**config.mk**
```make
export PLATFORM = sky130hd
export DESIGN_NAME = pc_fetch_stage
export DESIGN_NICKNAME = d
export VERILOG_FILES = /design/src/rtl/pc_fetch_stage_pkg.sv /design/src/rtl/pc_fetch_stage_pc_register.sv /design/src/rtl/pc_fetch_stage.sv
export SDC_FILE = /design/constraint.sdc
export NUM_CORES = 1
export LEC_CHECK = 0
export ABC_AREA = 1
export BUFFER_PORTS_ARGS = -buffer_cell sky130_fd_sc_hd__buf_4
export CAP_MARGIN = 20
export CORE_MARGIN = 4
export CORE_UTILIZATION = 45
export CTS_BUF_LIST = sky130_fd_sc_hd__clkbuf_8 sky130_fd_sc_hd__clkbuf_16
export CTS_CLUSTER_DIAMETER = 50
export DETAILED_ROUTE_END_ITERATION = 8
export PLACE_DENSITY = 0.76
export SYNTH_ARGS = -nofsm -noshare
export SYNTH_HDL_FRONTEND = slang
export SYNTH_HIERARCHICAL = 1
export SYNTH_SLANG_ARGS = --single-unit
```
**constraint.sdc**
```tcl
create_clock -name clk -period 3.91 [get_ports clk]
set_input_delay 0.782 -clock clk [delete_from_list [all_inputs] [get_ports clk]]
set_output_delay 0.782 -clock clk [all_outputs]
set_load 0.03 [all_outputs]
```
**src/rtl/pc_fetch_stage_pkg.sv**
```systemverilog
// Shared opcode constants, fetch FSM encoding and NOP word for the fetch stage.
// HALT_DETECT_EN adds the HALT state to the FSM encoding.
package pc_fetch_stage_pkg;

    localparam logic [5:0] OP_NOP = 6'b000000;
    localparam logic [5:0] OP_HLT = 6'b010001;

    // Opcodes that stall_control_block decodes as hazard sources.
    localparam logic [5:0] OP_LW  = 6'b100011;
    localparam logic [5:0] OP_JMP = 6'b000010;
    localparam logic [5:0] OP_BEQ = 6'b000100;

    localparam logic [31:0] NOP_WORD = 32'h0000_0000;

    typedef enum logic [1:0] {
        ST_FETCH = 2'b00,
        ST_FLUSH = 2'b01
`ifdef HALT_DETECT_EN
       ,ST_HALT  = 2'b10
`endif
    } fetch_state_t;

endpackage

```
**src/rtl/pc_fetch_stage_pc_register.sv**
```systemverilog
// Program counter: loadable, holdable, wrapping up-counter with async active-low reset.
module pc_fetch_stage_pc_register #(
    parameter int              AW       = 16,
    parameter logic [AW-1:0]   RESET_PC = '0
) (
    input  logic          clk,
    input  logic          reset,
    input  logic          load,
    input  logic [AW-1:0] load_val,
    input  logic          inc,
    output logic [AW-1:0] pc
);

    always_ff @(posedge clk or negedge reset) begin
        if (!reset)
            pc <= RESET_PC;
        else if (load)
            pc <= load_val;
        else if (inc)
            pc <= pc + 1'b1;
    end

endmodule

```
**src/rtl/pc_fetch_stage.sv**
```systemverilog
// Instruction-fetch stage: PC, program-memory address and IF/ID register feeding stall_control_block.
// Define HALT_DETECT_EN to freeze the stage once an HLT instruction is fetched.
module pc_fetch_stage
    import pc_fetch_stage_pkg::*;
#(
    parameter int            AW       = 16,
    parameter int            IW       = 32,
    parameter logic [AW-1:0] RESET_PC = '0
) (
    input  logic          clk,
    input  logic          reset,
    output logic [AW-1:0] pm_addr,
    input  logic [IW-1:0] pm_data,
    input  logic          stall,
    input  logic          stall_pm,
    input  logic          jump_en,
    input  logic [AW-1:0] jump_addr,
    output logic [IW-1:0] ir,
    output logic [5:0]    op,
    output logic          ir_valid,
    output logic [AW-1:0] pc_plus1
);

    localparam logic [IW-1:0] NOP = IW'(NOP_WORD);

    fetch_state_t  state, state_d;
    logic [AW-1:0] pc;
    logic          pc_load, pc_inc;
    logic [IW-1:0] ir_d;
    logic          vld_d;
    logic [AW-1:0] p1_d;

    pc_fetch_stage_pc_register #(
        .AW       (AW),
        .RESET_PC (RESET_PC)
    ) u_pc (
        .clk      (clk),
        .reset    (reset),
        .load     (pc_load),
        .load_val (jump_addr),
        .inc      (pc_inc),
        .pc       (pc)
    );

    always_ff @(posedge clk or negedge reset) begin
        if (!reset) begin
            state    <= ST_FETCH;
            ir       <= NOP;
            ir_valid <= 1'b0;
            pc_plus1 <= '0;
        end else begin
            state    <= state_d;
            ir       <= ir_d;
            ir_valid <= vld_d;
            pc_plus1 <= p1_d;
        end
    end

    always_comb begin
        state_d = state;
        ir_d    = ir;
        vld_d   = ir_valid;
        p1_d    = pc_plus1;
        pc_load = 1'b0;
        pc_inc  = 1'b0;
        unique case (state)
            ST_FETCH: begin
                if (jump_en) begin
                    pc_load = 1'b1;
                    ir_d    = NOP;
                    vld_d   = 1'b0;
                    state_d = ST_FLUSH;
                end else if (stall) begin
                    // full hold: stall dominates stall_pm
                end else if (stall_pm) begin
                    ir_d    = NOP;
                    vld_d   = 1'b0;
                end else begin
                    ir_d    = pm_data;
                    vld_d   = 1'b1;
                    p1_d    = pc + 1'b1;
                    pc_inc  = 1'b1;
`ifdef HALT_DETECT_EN
                    if (pm_data[IW-1:IW-6] == OP_HLT)
                        state_d = ST_HALT;
`endif
                end
            end
            ST_FLUSH: begin
                // Redirect target is already in PC; spend one bubble while memory catches up.
                if (!stall) begin
                    ir_d    = NOP;
                    vld_d   = 1'b0;
                    state_d = ST_FETCH;
                end
            end
`ifdef HALT_DETECT_EN
            ST_HALT: begin
                vld_d = 1'b0;
            end
`endif
            default: state_d = ST_FETCH;
        endcase
    end

    assign pm_addr = pc;
    assign op      = ir[IW-1:IW-6];

endmodule

```
-- After elaboration in Yosys (flattened, before gate mapping)
Index checks and enable logic that the tools add are counted.
- register bits: 67
- bits in latches: 0
- memory bits (writable): 0
- memory bits (read-only): 0
- output and inout port bits: 71
- word-level logic and storage cells: 39
- memories: 0
- add/subtract/negate cells: 1
- multipliers: 0
- divide/modulo/power cells: 0
- $lt $le $gt $ge: 0
- eq/ne operators: 4
- shift-type cells: 0
- multiplexer cells: 20
- bitwise logic cells: 3
- reductions and logical operators: 6
- operators by type and width (cell ; number):
    two-way mux 32 bit ; 4
    case mux 32 bit (2 select lines) ; 1
    two-way mux 16 bit ; 2
    adder 16 x 1 -> 16 bit (second input constant) ; 1
    two-way mux 1 bit ; 9
    two-way mux 2 bit ; 2
    != test 2 bit (second input constant) ; 2
    case mux 2 bit (2 select lines) ; 1
    AND reduction 4 bit ; 1
    nonzero test 2 bit ; 2
    != test 3 bit (second input constant) ; 1
    inverter 1 bit ; 3
    AND reduction 3 bit ; 1
    == test 2 x 1 -> 1 bit (second input constant) ; 1
    zero test 2 bit ; 1
    case mux 1 bit (2 select lines) ; 1
    AND reduction 2 bit ; 1

-- Longest topological paths before layout
- word-level depth: 6
- mapped depth: 12
- depth with buffers taken out: 10

-- Hierarchy
Netlist, hierarchy kept.
- by module, submodules not included (module ; instances ; cells an instance ; area an instance (µm²)):
    pc_fetch_stage ; 1 ; 288 ; 2423.6
    pc_fetch_stage_pc_register ; 1 ; 141 ; 1034.7

-- Worst setup path before layout
OpenSTA, ideal clock, no wires.
- path type: in2reg
- start point: in jump_en
- end point: reg u_pc.pc[0]
- setup time: 89 ps
- arrival: 1815 ps
- setup slack: 2007 ps
- stages: 8
- path buffers: 3
- cell sequence: nand2_2 -> buf_2 -> inv_1 -> buf_6 -> nor2_1 -> buf_6 -> nand2_1 -> o211ai_1
- longest elaborated chain between the ends: 3
- elaborated cells on any way between the ends: 6
- RTL lines (what ; line ; text):
    start: declaration ; pc_fetch_stage.sv:16 ; input logic jump_en,
    two-way mux 1 bit (*) ; pc_fetch_stage.sv:68 ; if (jump_en) begin
    two-way mux 1 bit (*) ; pc_fetch_stage.sv:66 ; unique case (state)
    net pc_load ; pc_fetch_stage.sv:28 ; logic pc_load, pc_inc;
    two-way mux 16 bit or nonzero test 2 bit (tied branches) ; -- ;
    end signal: assignment ; pc_fetch_stage_pc_register.sv:18 ; pc <= load_val;
    end signal: assignment ; pc_fetch_stage_pc_register.sv:20 ; pc <= pc + 1'b1;
    end: declaration ; pc_fetch_stage_pc_register.sv:11 ; output logic [AW-1:0] pc
The timed path passes the listed nets; every way through them passes the cells marked *.
A chain may end at the register's enable or synchronous reset.

-- Final worst setup path
- start point: in stall
- end point: reg u_pc.pc[15]
- longest elaborated chain between the ends: 4
- RTL lines (what ; line ; text):
    start: declaration ; pc_fetch_stage.sv:14 ; input logic stall,
    two-way mux 1 bit ; pc_fetch_stage.sv:73 ; end else if (stall) begin
    two-way mux 1 bit ; pc_fetch_stage.sv:68 ;
    two-way mux 1 bit ; pc_fetch_stage.sv:66 ;
    nonzero test 2 bit (no line) ; -- ;
Every way passes these cells.

==> metrics <==
Hold Violations, Final 0; post-CTS sizing 0; FP Rows 31; Post-CTS Repair Setup Buffers 0; post-synthesis instance area 3458 µm²; Clock Latency Late Sink 0.34 ns; Yosys cell types 27; Max Fclk 463.5 MHz; worst-margin pin slew 0.9868 ns; layout cell share with drive strength beyond 1 30.16%; Post-Route WL 9230 µm; number of global-route vias before repair 3106; top cell type by total area after synthesis dfrtp_1; per-cell routed wire length 14.29 µm; Initial Util 46.93%; Die Ht 95.67 µm; design area 4544 µm²; max-cap viol count 0; Slew Limit Fails 0; Final HPWL DP 6567 µm; WP data arrival 2.43 ns; n_diodes 0; Reg2Reg Depth 6; final net count 597; vias per inst 5.159; most common cell after layout, fill and taps aside nand2_1; via count 3333; CP peak stage delay 0.79 ns; RSZ-0062 raised after global routing no; most frequent cells in the layout nand2_1, buf_4, nand3_1; CP Launch Type primary input; CP endpoint kind flop; First-pass DRT Iterations 5; R2R Setup Slk 1.94 ns; Final Cycle Share 55.18%; clock tree sinks 66; # port buffers 123; Synth area leaders dfrtp_1, nand2_1, nand3_1, inv_1, a22oi_1; hold buffer count at cts 0; Root Buffer clkbuf_8; met1 GRT Util 27.71%; IR drop worst, VDD 0.2164 mV; Cell Area, Placed 4354 µm²; hold path cells 2; CTS tree done; DIE WIDTH 95.67 µm; P_leak 2.448 nW; crit path max fanout 36; Syn Area/Cell 8.061 µm²; first-pass GRT wire length 14680 µm; endpoints failing setup 0; met2 Use GR 32.14%; Synth Instances 429; post-synth top area share 47.76%; Top Usage Layer GRT met2; grt total ovfl 0; post-synthesis register bit count 66; maximum clock path buffer count 2; Cell Pwr Density 503.8 nW/µm²; slowest CP cell nor2_1; die area 9152 µm²; minimum clock period after layout 2.157 ns; R2R Path End u_pc/pc[15]; Hold Startpoint pc_plus1[10]; Tightest Hold Check Type flop to flop; worst r2r src state[0]; Required @ worst endpoint 4.18 ns; Hold EP pc_plus1[10]; placer congestion estimate 0.8484; placed cells 630; outcome finished clean; post-synth net total 484; total global-route track usage 20.62%; Non-Filler Instances 646; largest net degree at the start of global routing 67; initial antenna violation count 0; H-tree depth 3; sequential area share after synthesis 47.76%; Setup TNS 0 ns; Syn. warnings 6; DRC errors left 0; I/O Pins 124; area delta synth->final 31.40%; clock skew 0.01021 ns; ANT nets after route 0; Setup CP Type primary input to flop; Slew HR 33.97%; Reg clk slew, reported paths 0.07 ns; CTS buffer count 9; drt initial violations 159; grt met3 use 5.209%; crit-path cells buf_4, nor2_8, nor2_1, a22oi_1, nand2_1; core area 7370 µm²
==> state kept, by name, indices dropped and copies added, names as in the netlist <==
| signal | flops |
|---|---|
| pc_plus1 | 16 |
| ir | 32 |
| u_pc/pc | 16 |
| ir_valid | 1 |
| state | 1 |
==> worst max-delay path by stage <==
stage	startpoint	end	slack, ns	cells after the start
5_1_grt	stall	u_pc/pc[0]	1.67	5
3_3_place_gp	stall	u_pc/pc[12]	1.57	5
3_5_place_dp	stall	u_pc/pc[15]	1.47	5
2_1_floorplan	jump_en	u_pc/pc[0]	2.01	8
6_report	stall	u_pc/pc[15]	1.75	5
4_1_cts	stall	u_pc/pc[15]	1.81	5
==> per-stage QoR <==
stage,util (%),setup slack [ns],hold WS [ns],total power (W)
global route,61.66,1.670,0.5138,0.002429
detailed placement,59.08,1.467,0.4712,0.001771
CTS,61.66,1.809,0.4899,0.002305
global placement,59.08,1.567,0.4613,0.001750
finish,61.66,1.753,0.4867,0.002289
floorplan,-,2.007,0.4465,0.001440
==> logic make-up after synthesis <==
group                    Yosys count  synth area share, %
AO/OA/AOI/OAI                     36                7.019
XOR/XNOR                          13                3.292
flip-flops                        66                47.76
adder cells (fa/ha/maj)            2               0.7235
buffers and inverters             52                7.851
AND/OR/NAND/NOR                  260                33.36
==> layout make-up <==
| type | count | area (µm²) |
|---|---|---|
| well taps | 99 | 123.9 |
| clock inverters | 5 | 38.79 |
| multi-input cells | 311 | 1535 |
| flip-flops and latches | 66 | 1652 |
| inverters | 30 | 112.6 |
| clock buffers | 11 | 151.4 |
| repair buffers | 124 | 930.9 |
| fillers | 672 | 2825 |
==> cell usage after synthesis <==
library cell	number
nor2_1	24
xor2_1	5
xnor2_1	8
nand3_2	2
o21ai_1	8
inv_1	27
nand4_1	6
nor2_2	7
inv_2	3
dfrtp_1	66
nor2_8	1
buf_2	7
o21bai_2	1
o21ai_2	3
ha_1	2
a21oi_1	3
o21bai_1	4
nand3_1	73
o211ai_1	2
nand2_2	7
buf_1	1
nor2_4	1
a22oi_1	12
o21ai_0	3
nand2_1	139
buf_4	10
buf_6	4
==> power breakdown <==
group | switching, W | total, W | internal [W]
Combinational | 0.000499 | 0.000801 | 0.000302
Clock | 0.000267 | 0.000533 | 0.000265
Sequential | 0.000160 | 0.000955 | 0.000795
==> per-layer routing <==
layer  routed length, µm  up-vias
li1                    -     1623
met1                4000     1565
met2                4356      137
met3                 801        8
met4                  72        0
met5                   0        -
==> critical path, delay by kind of cell <==
family	cells	cell delay [ns]
AOI/OAI and AO/OA	1	0.18
buffers and inverters	1	0.35
and+or+nand+nor	3	1.10
Note: power is estimated with default switching activity, not from simulation.
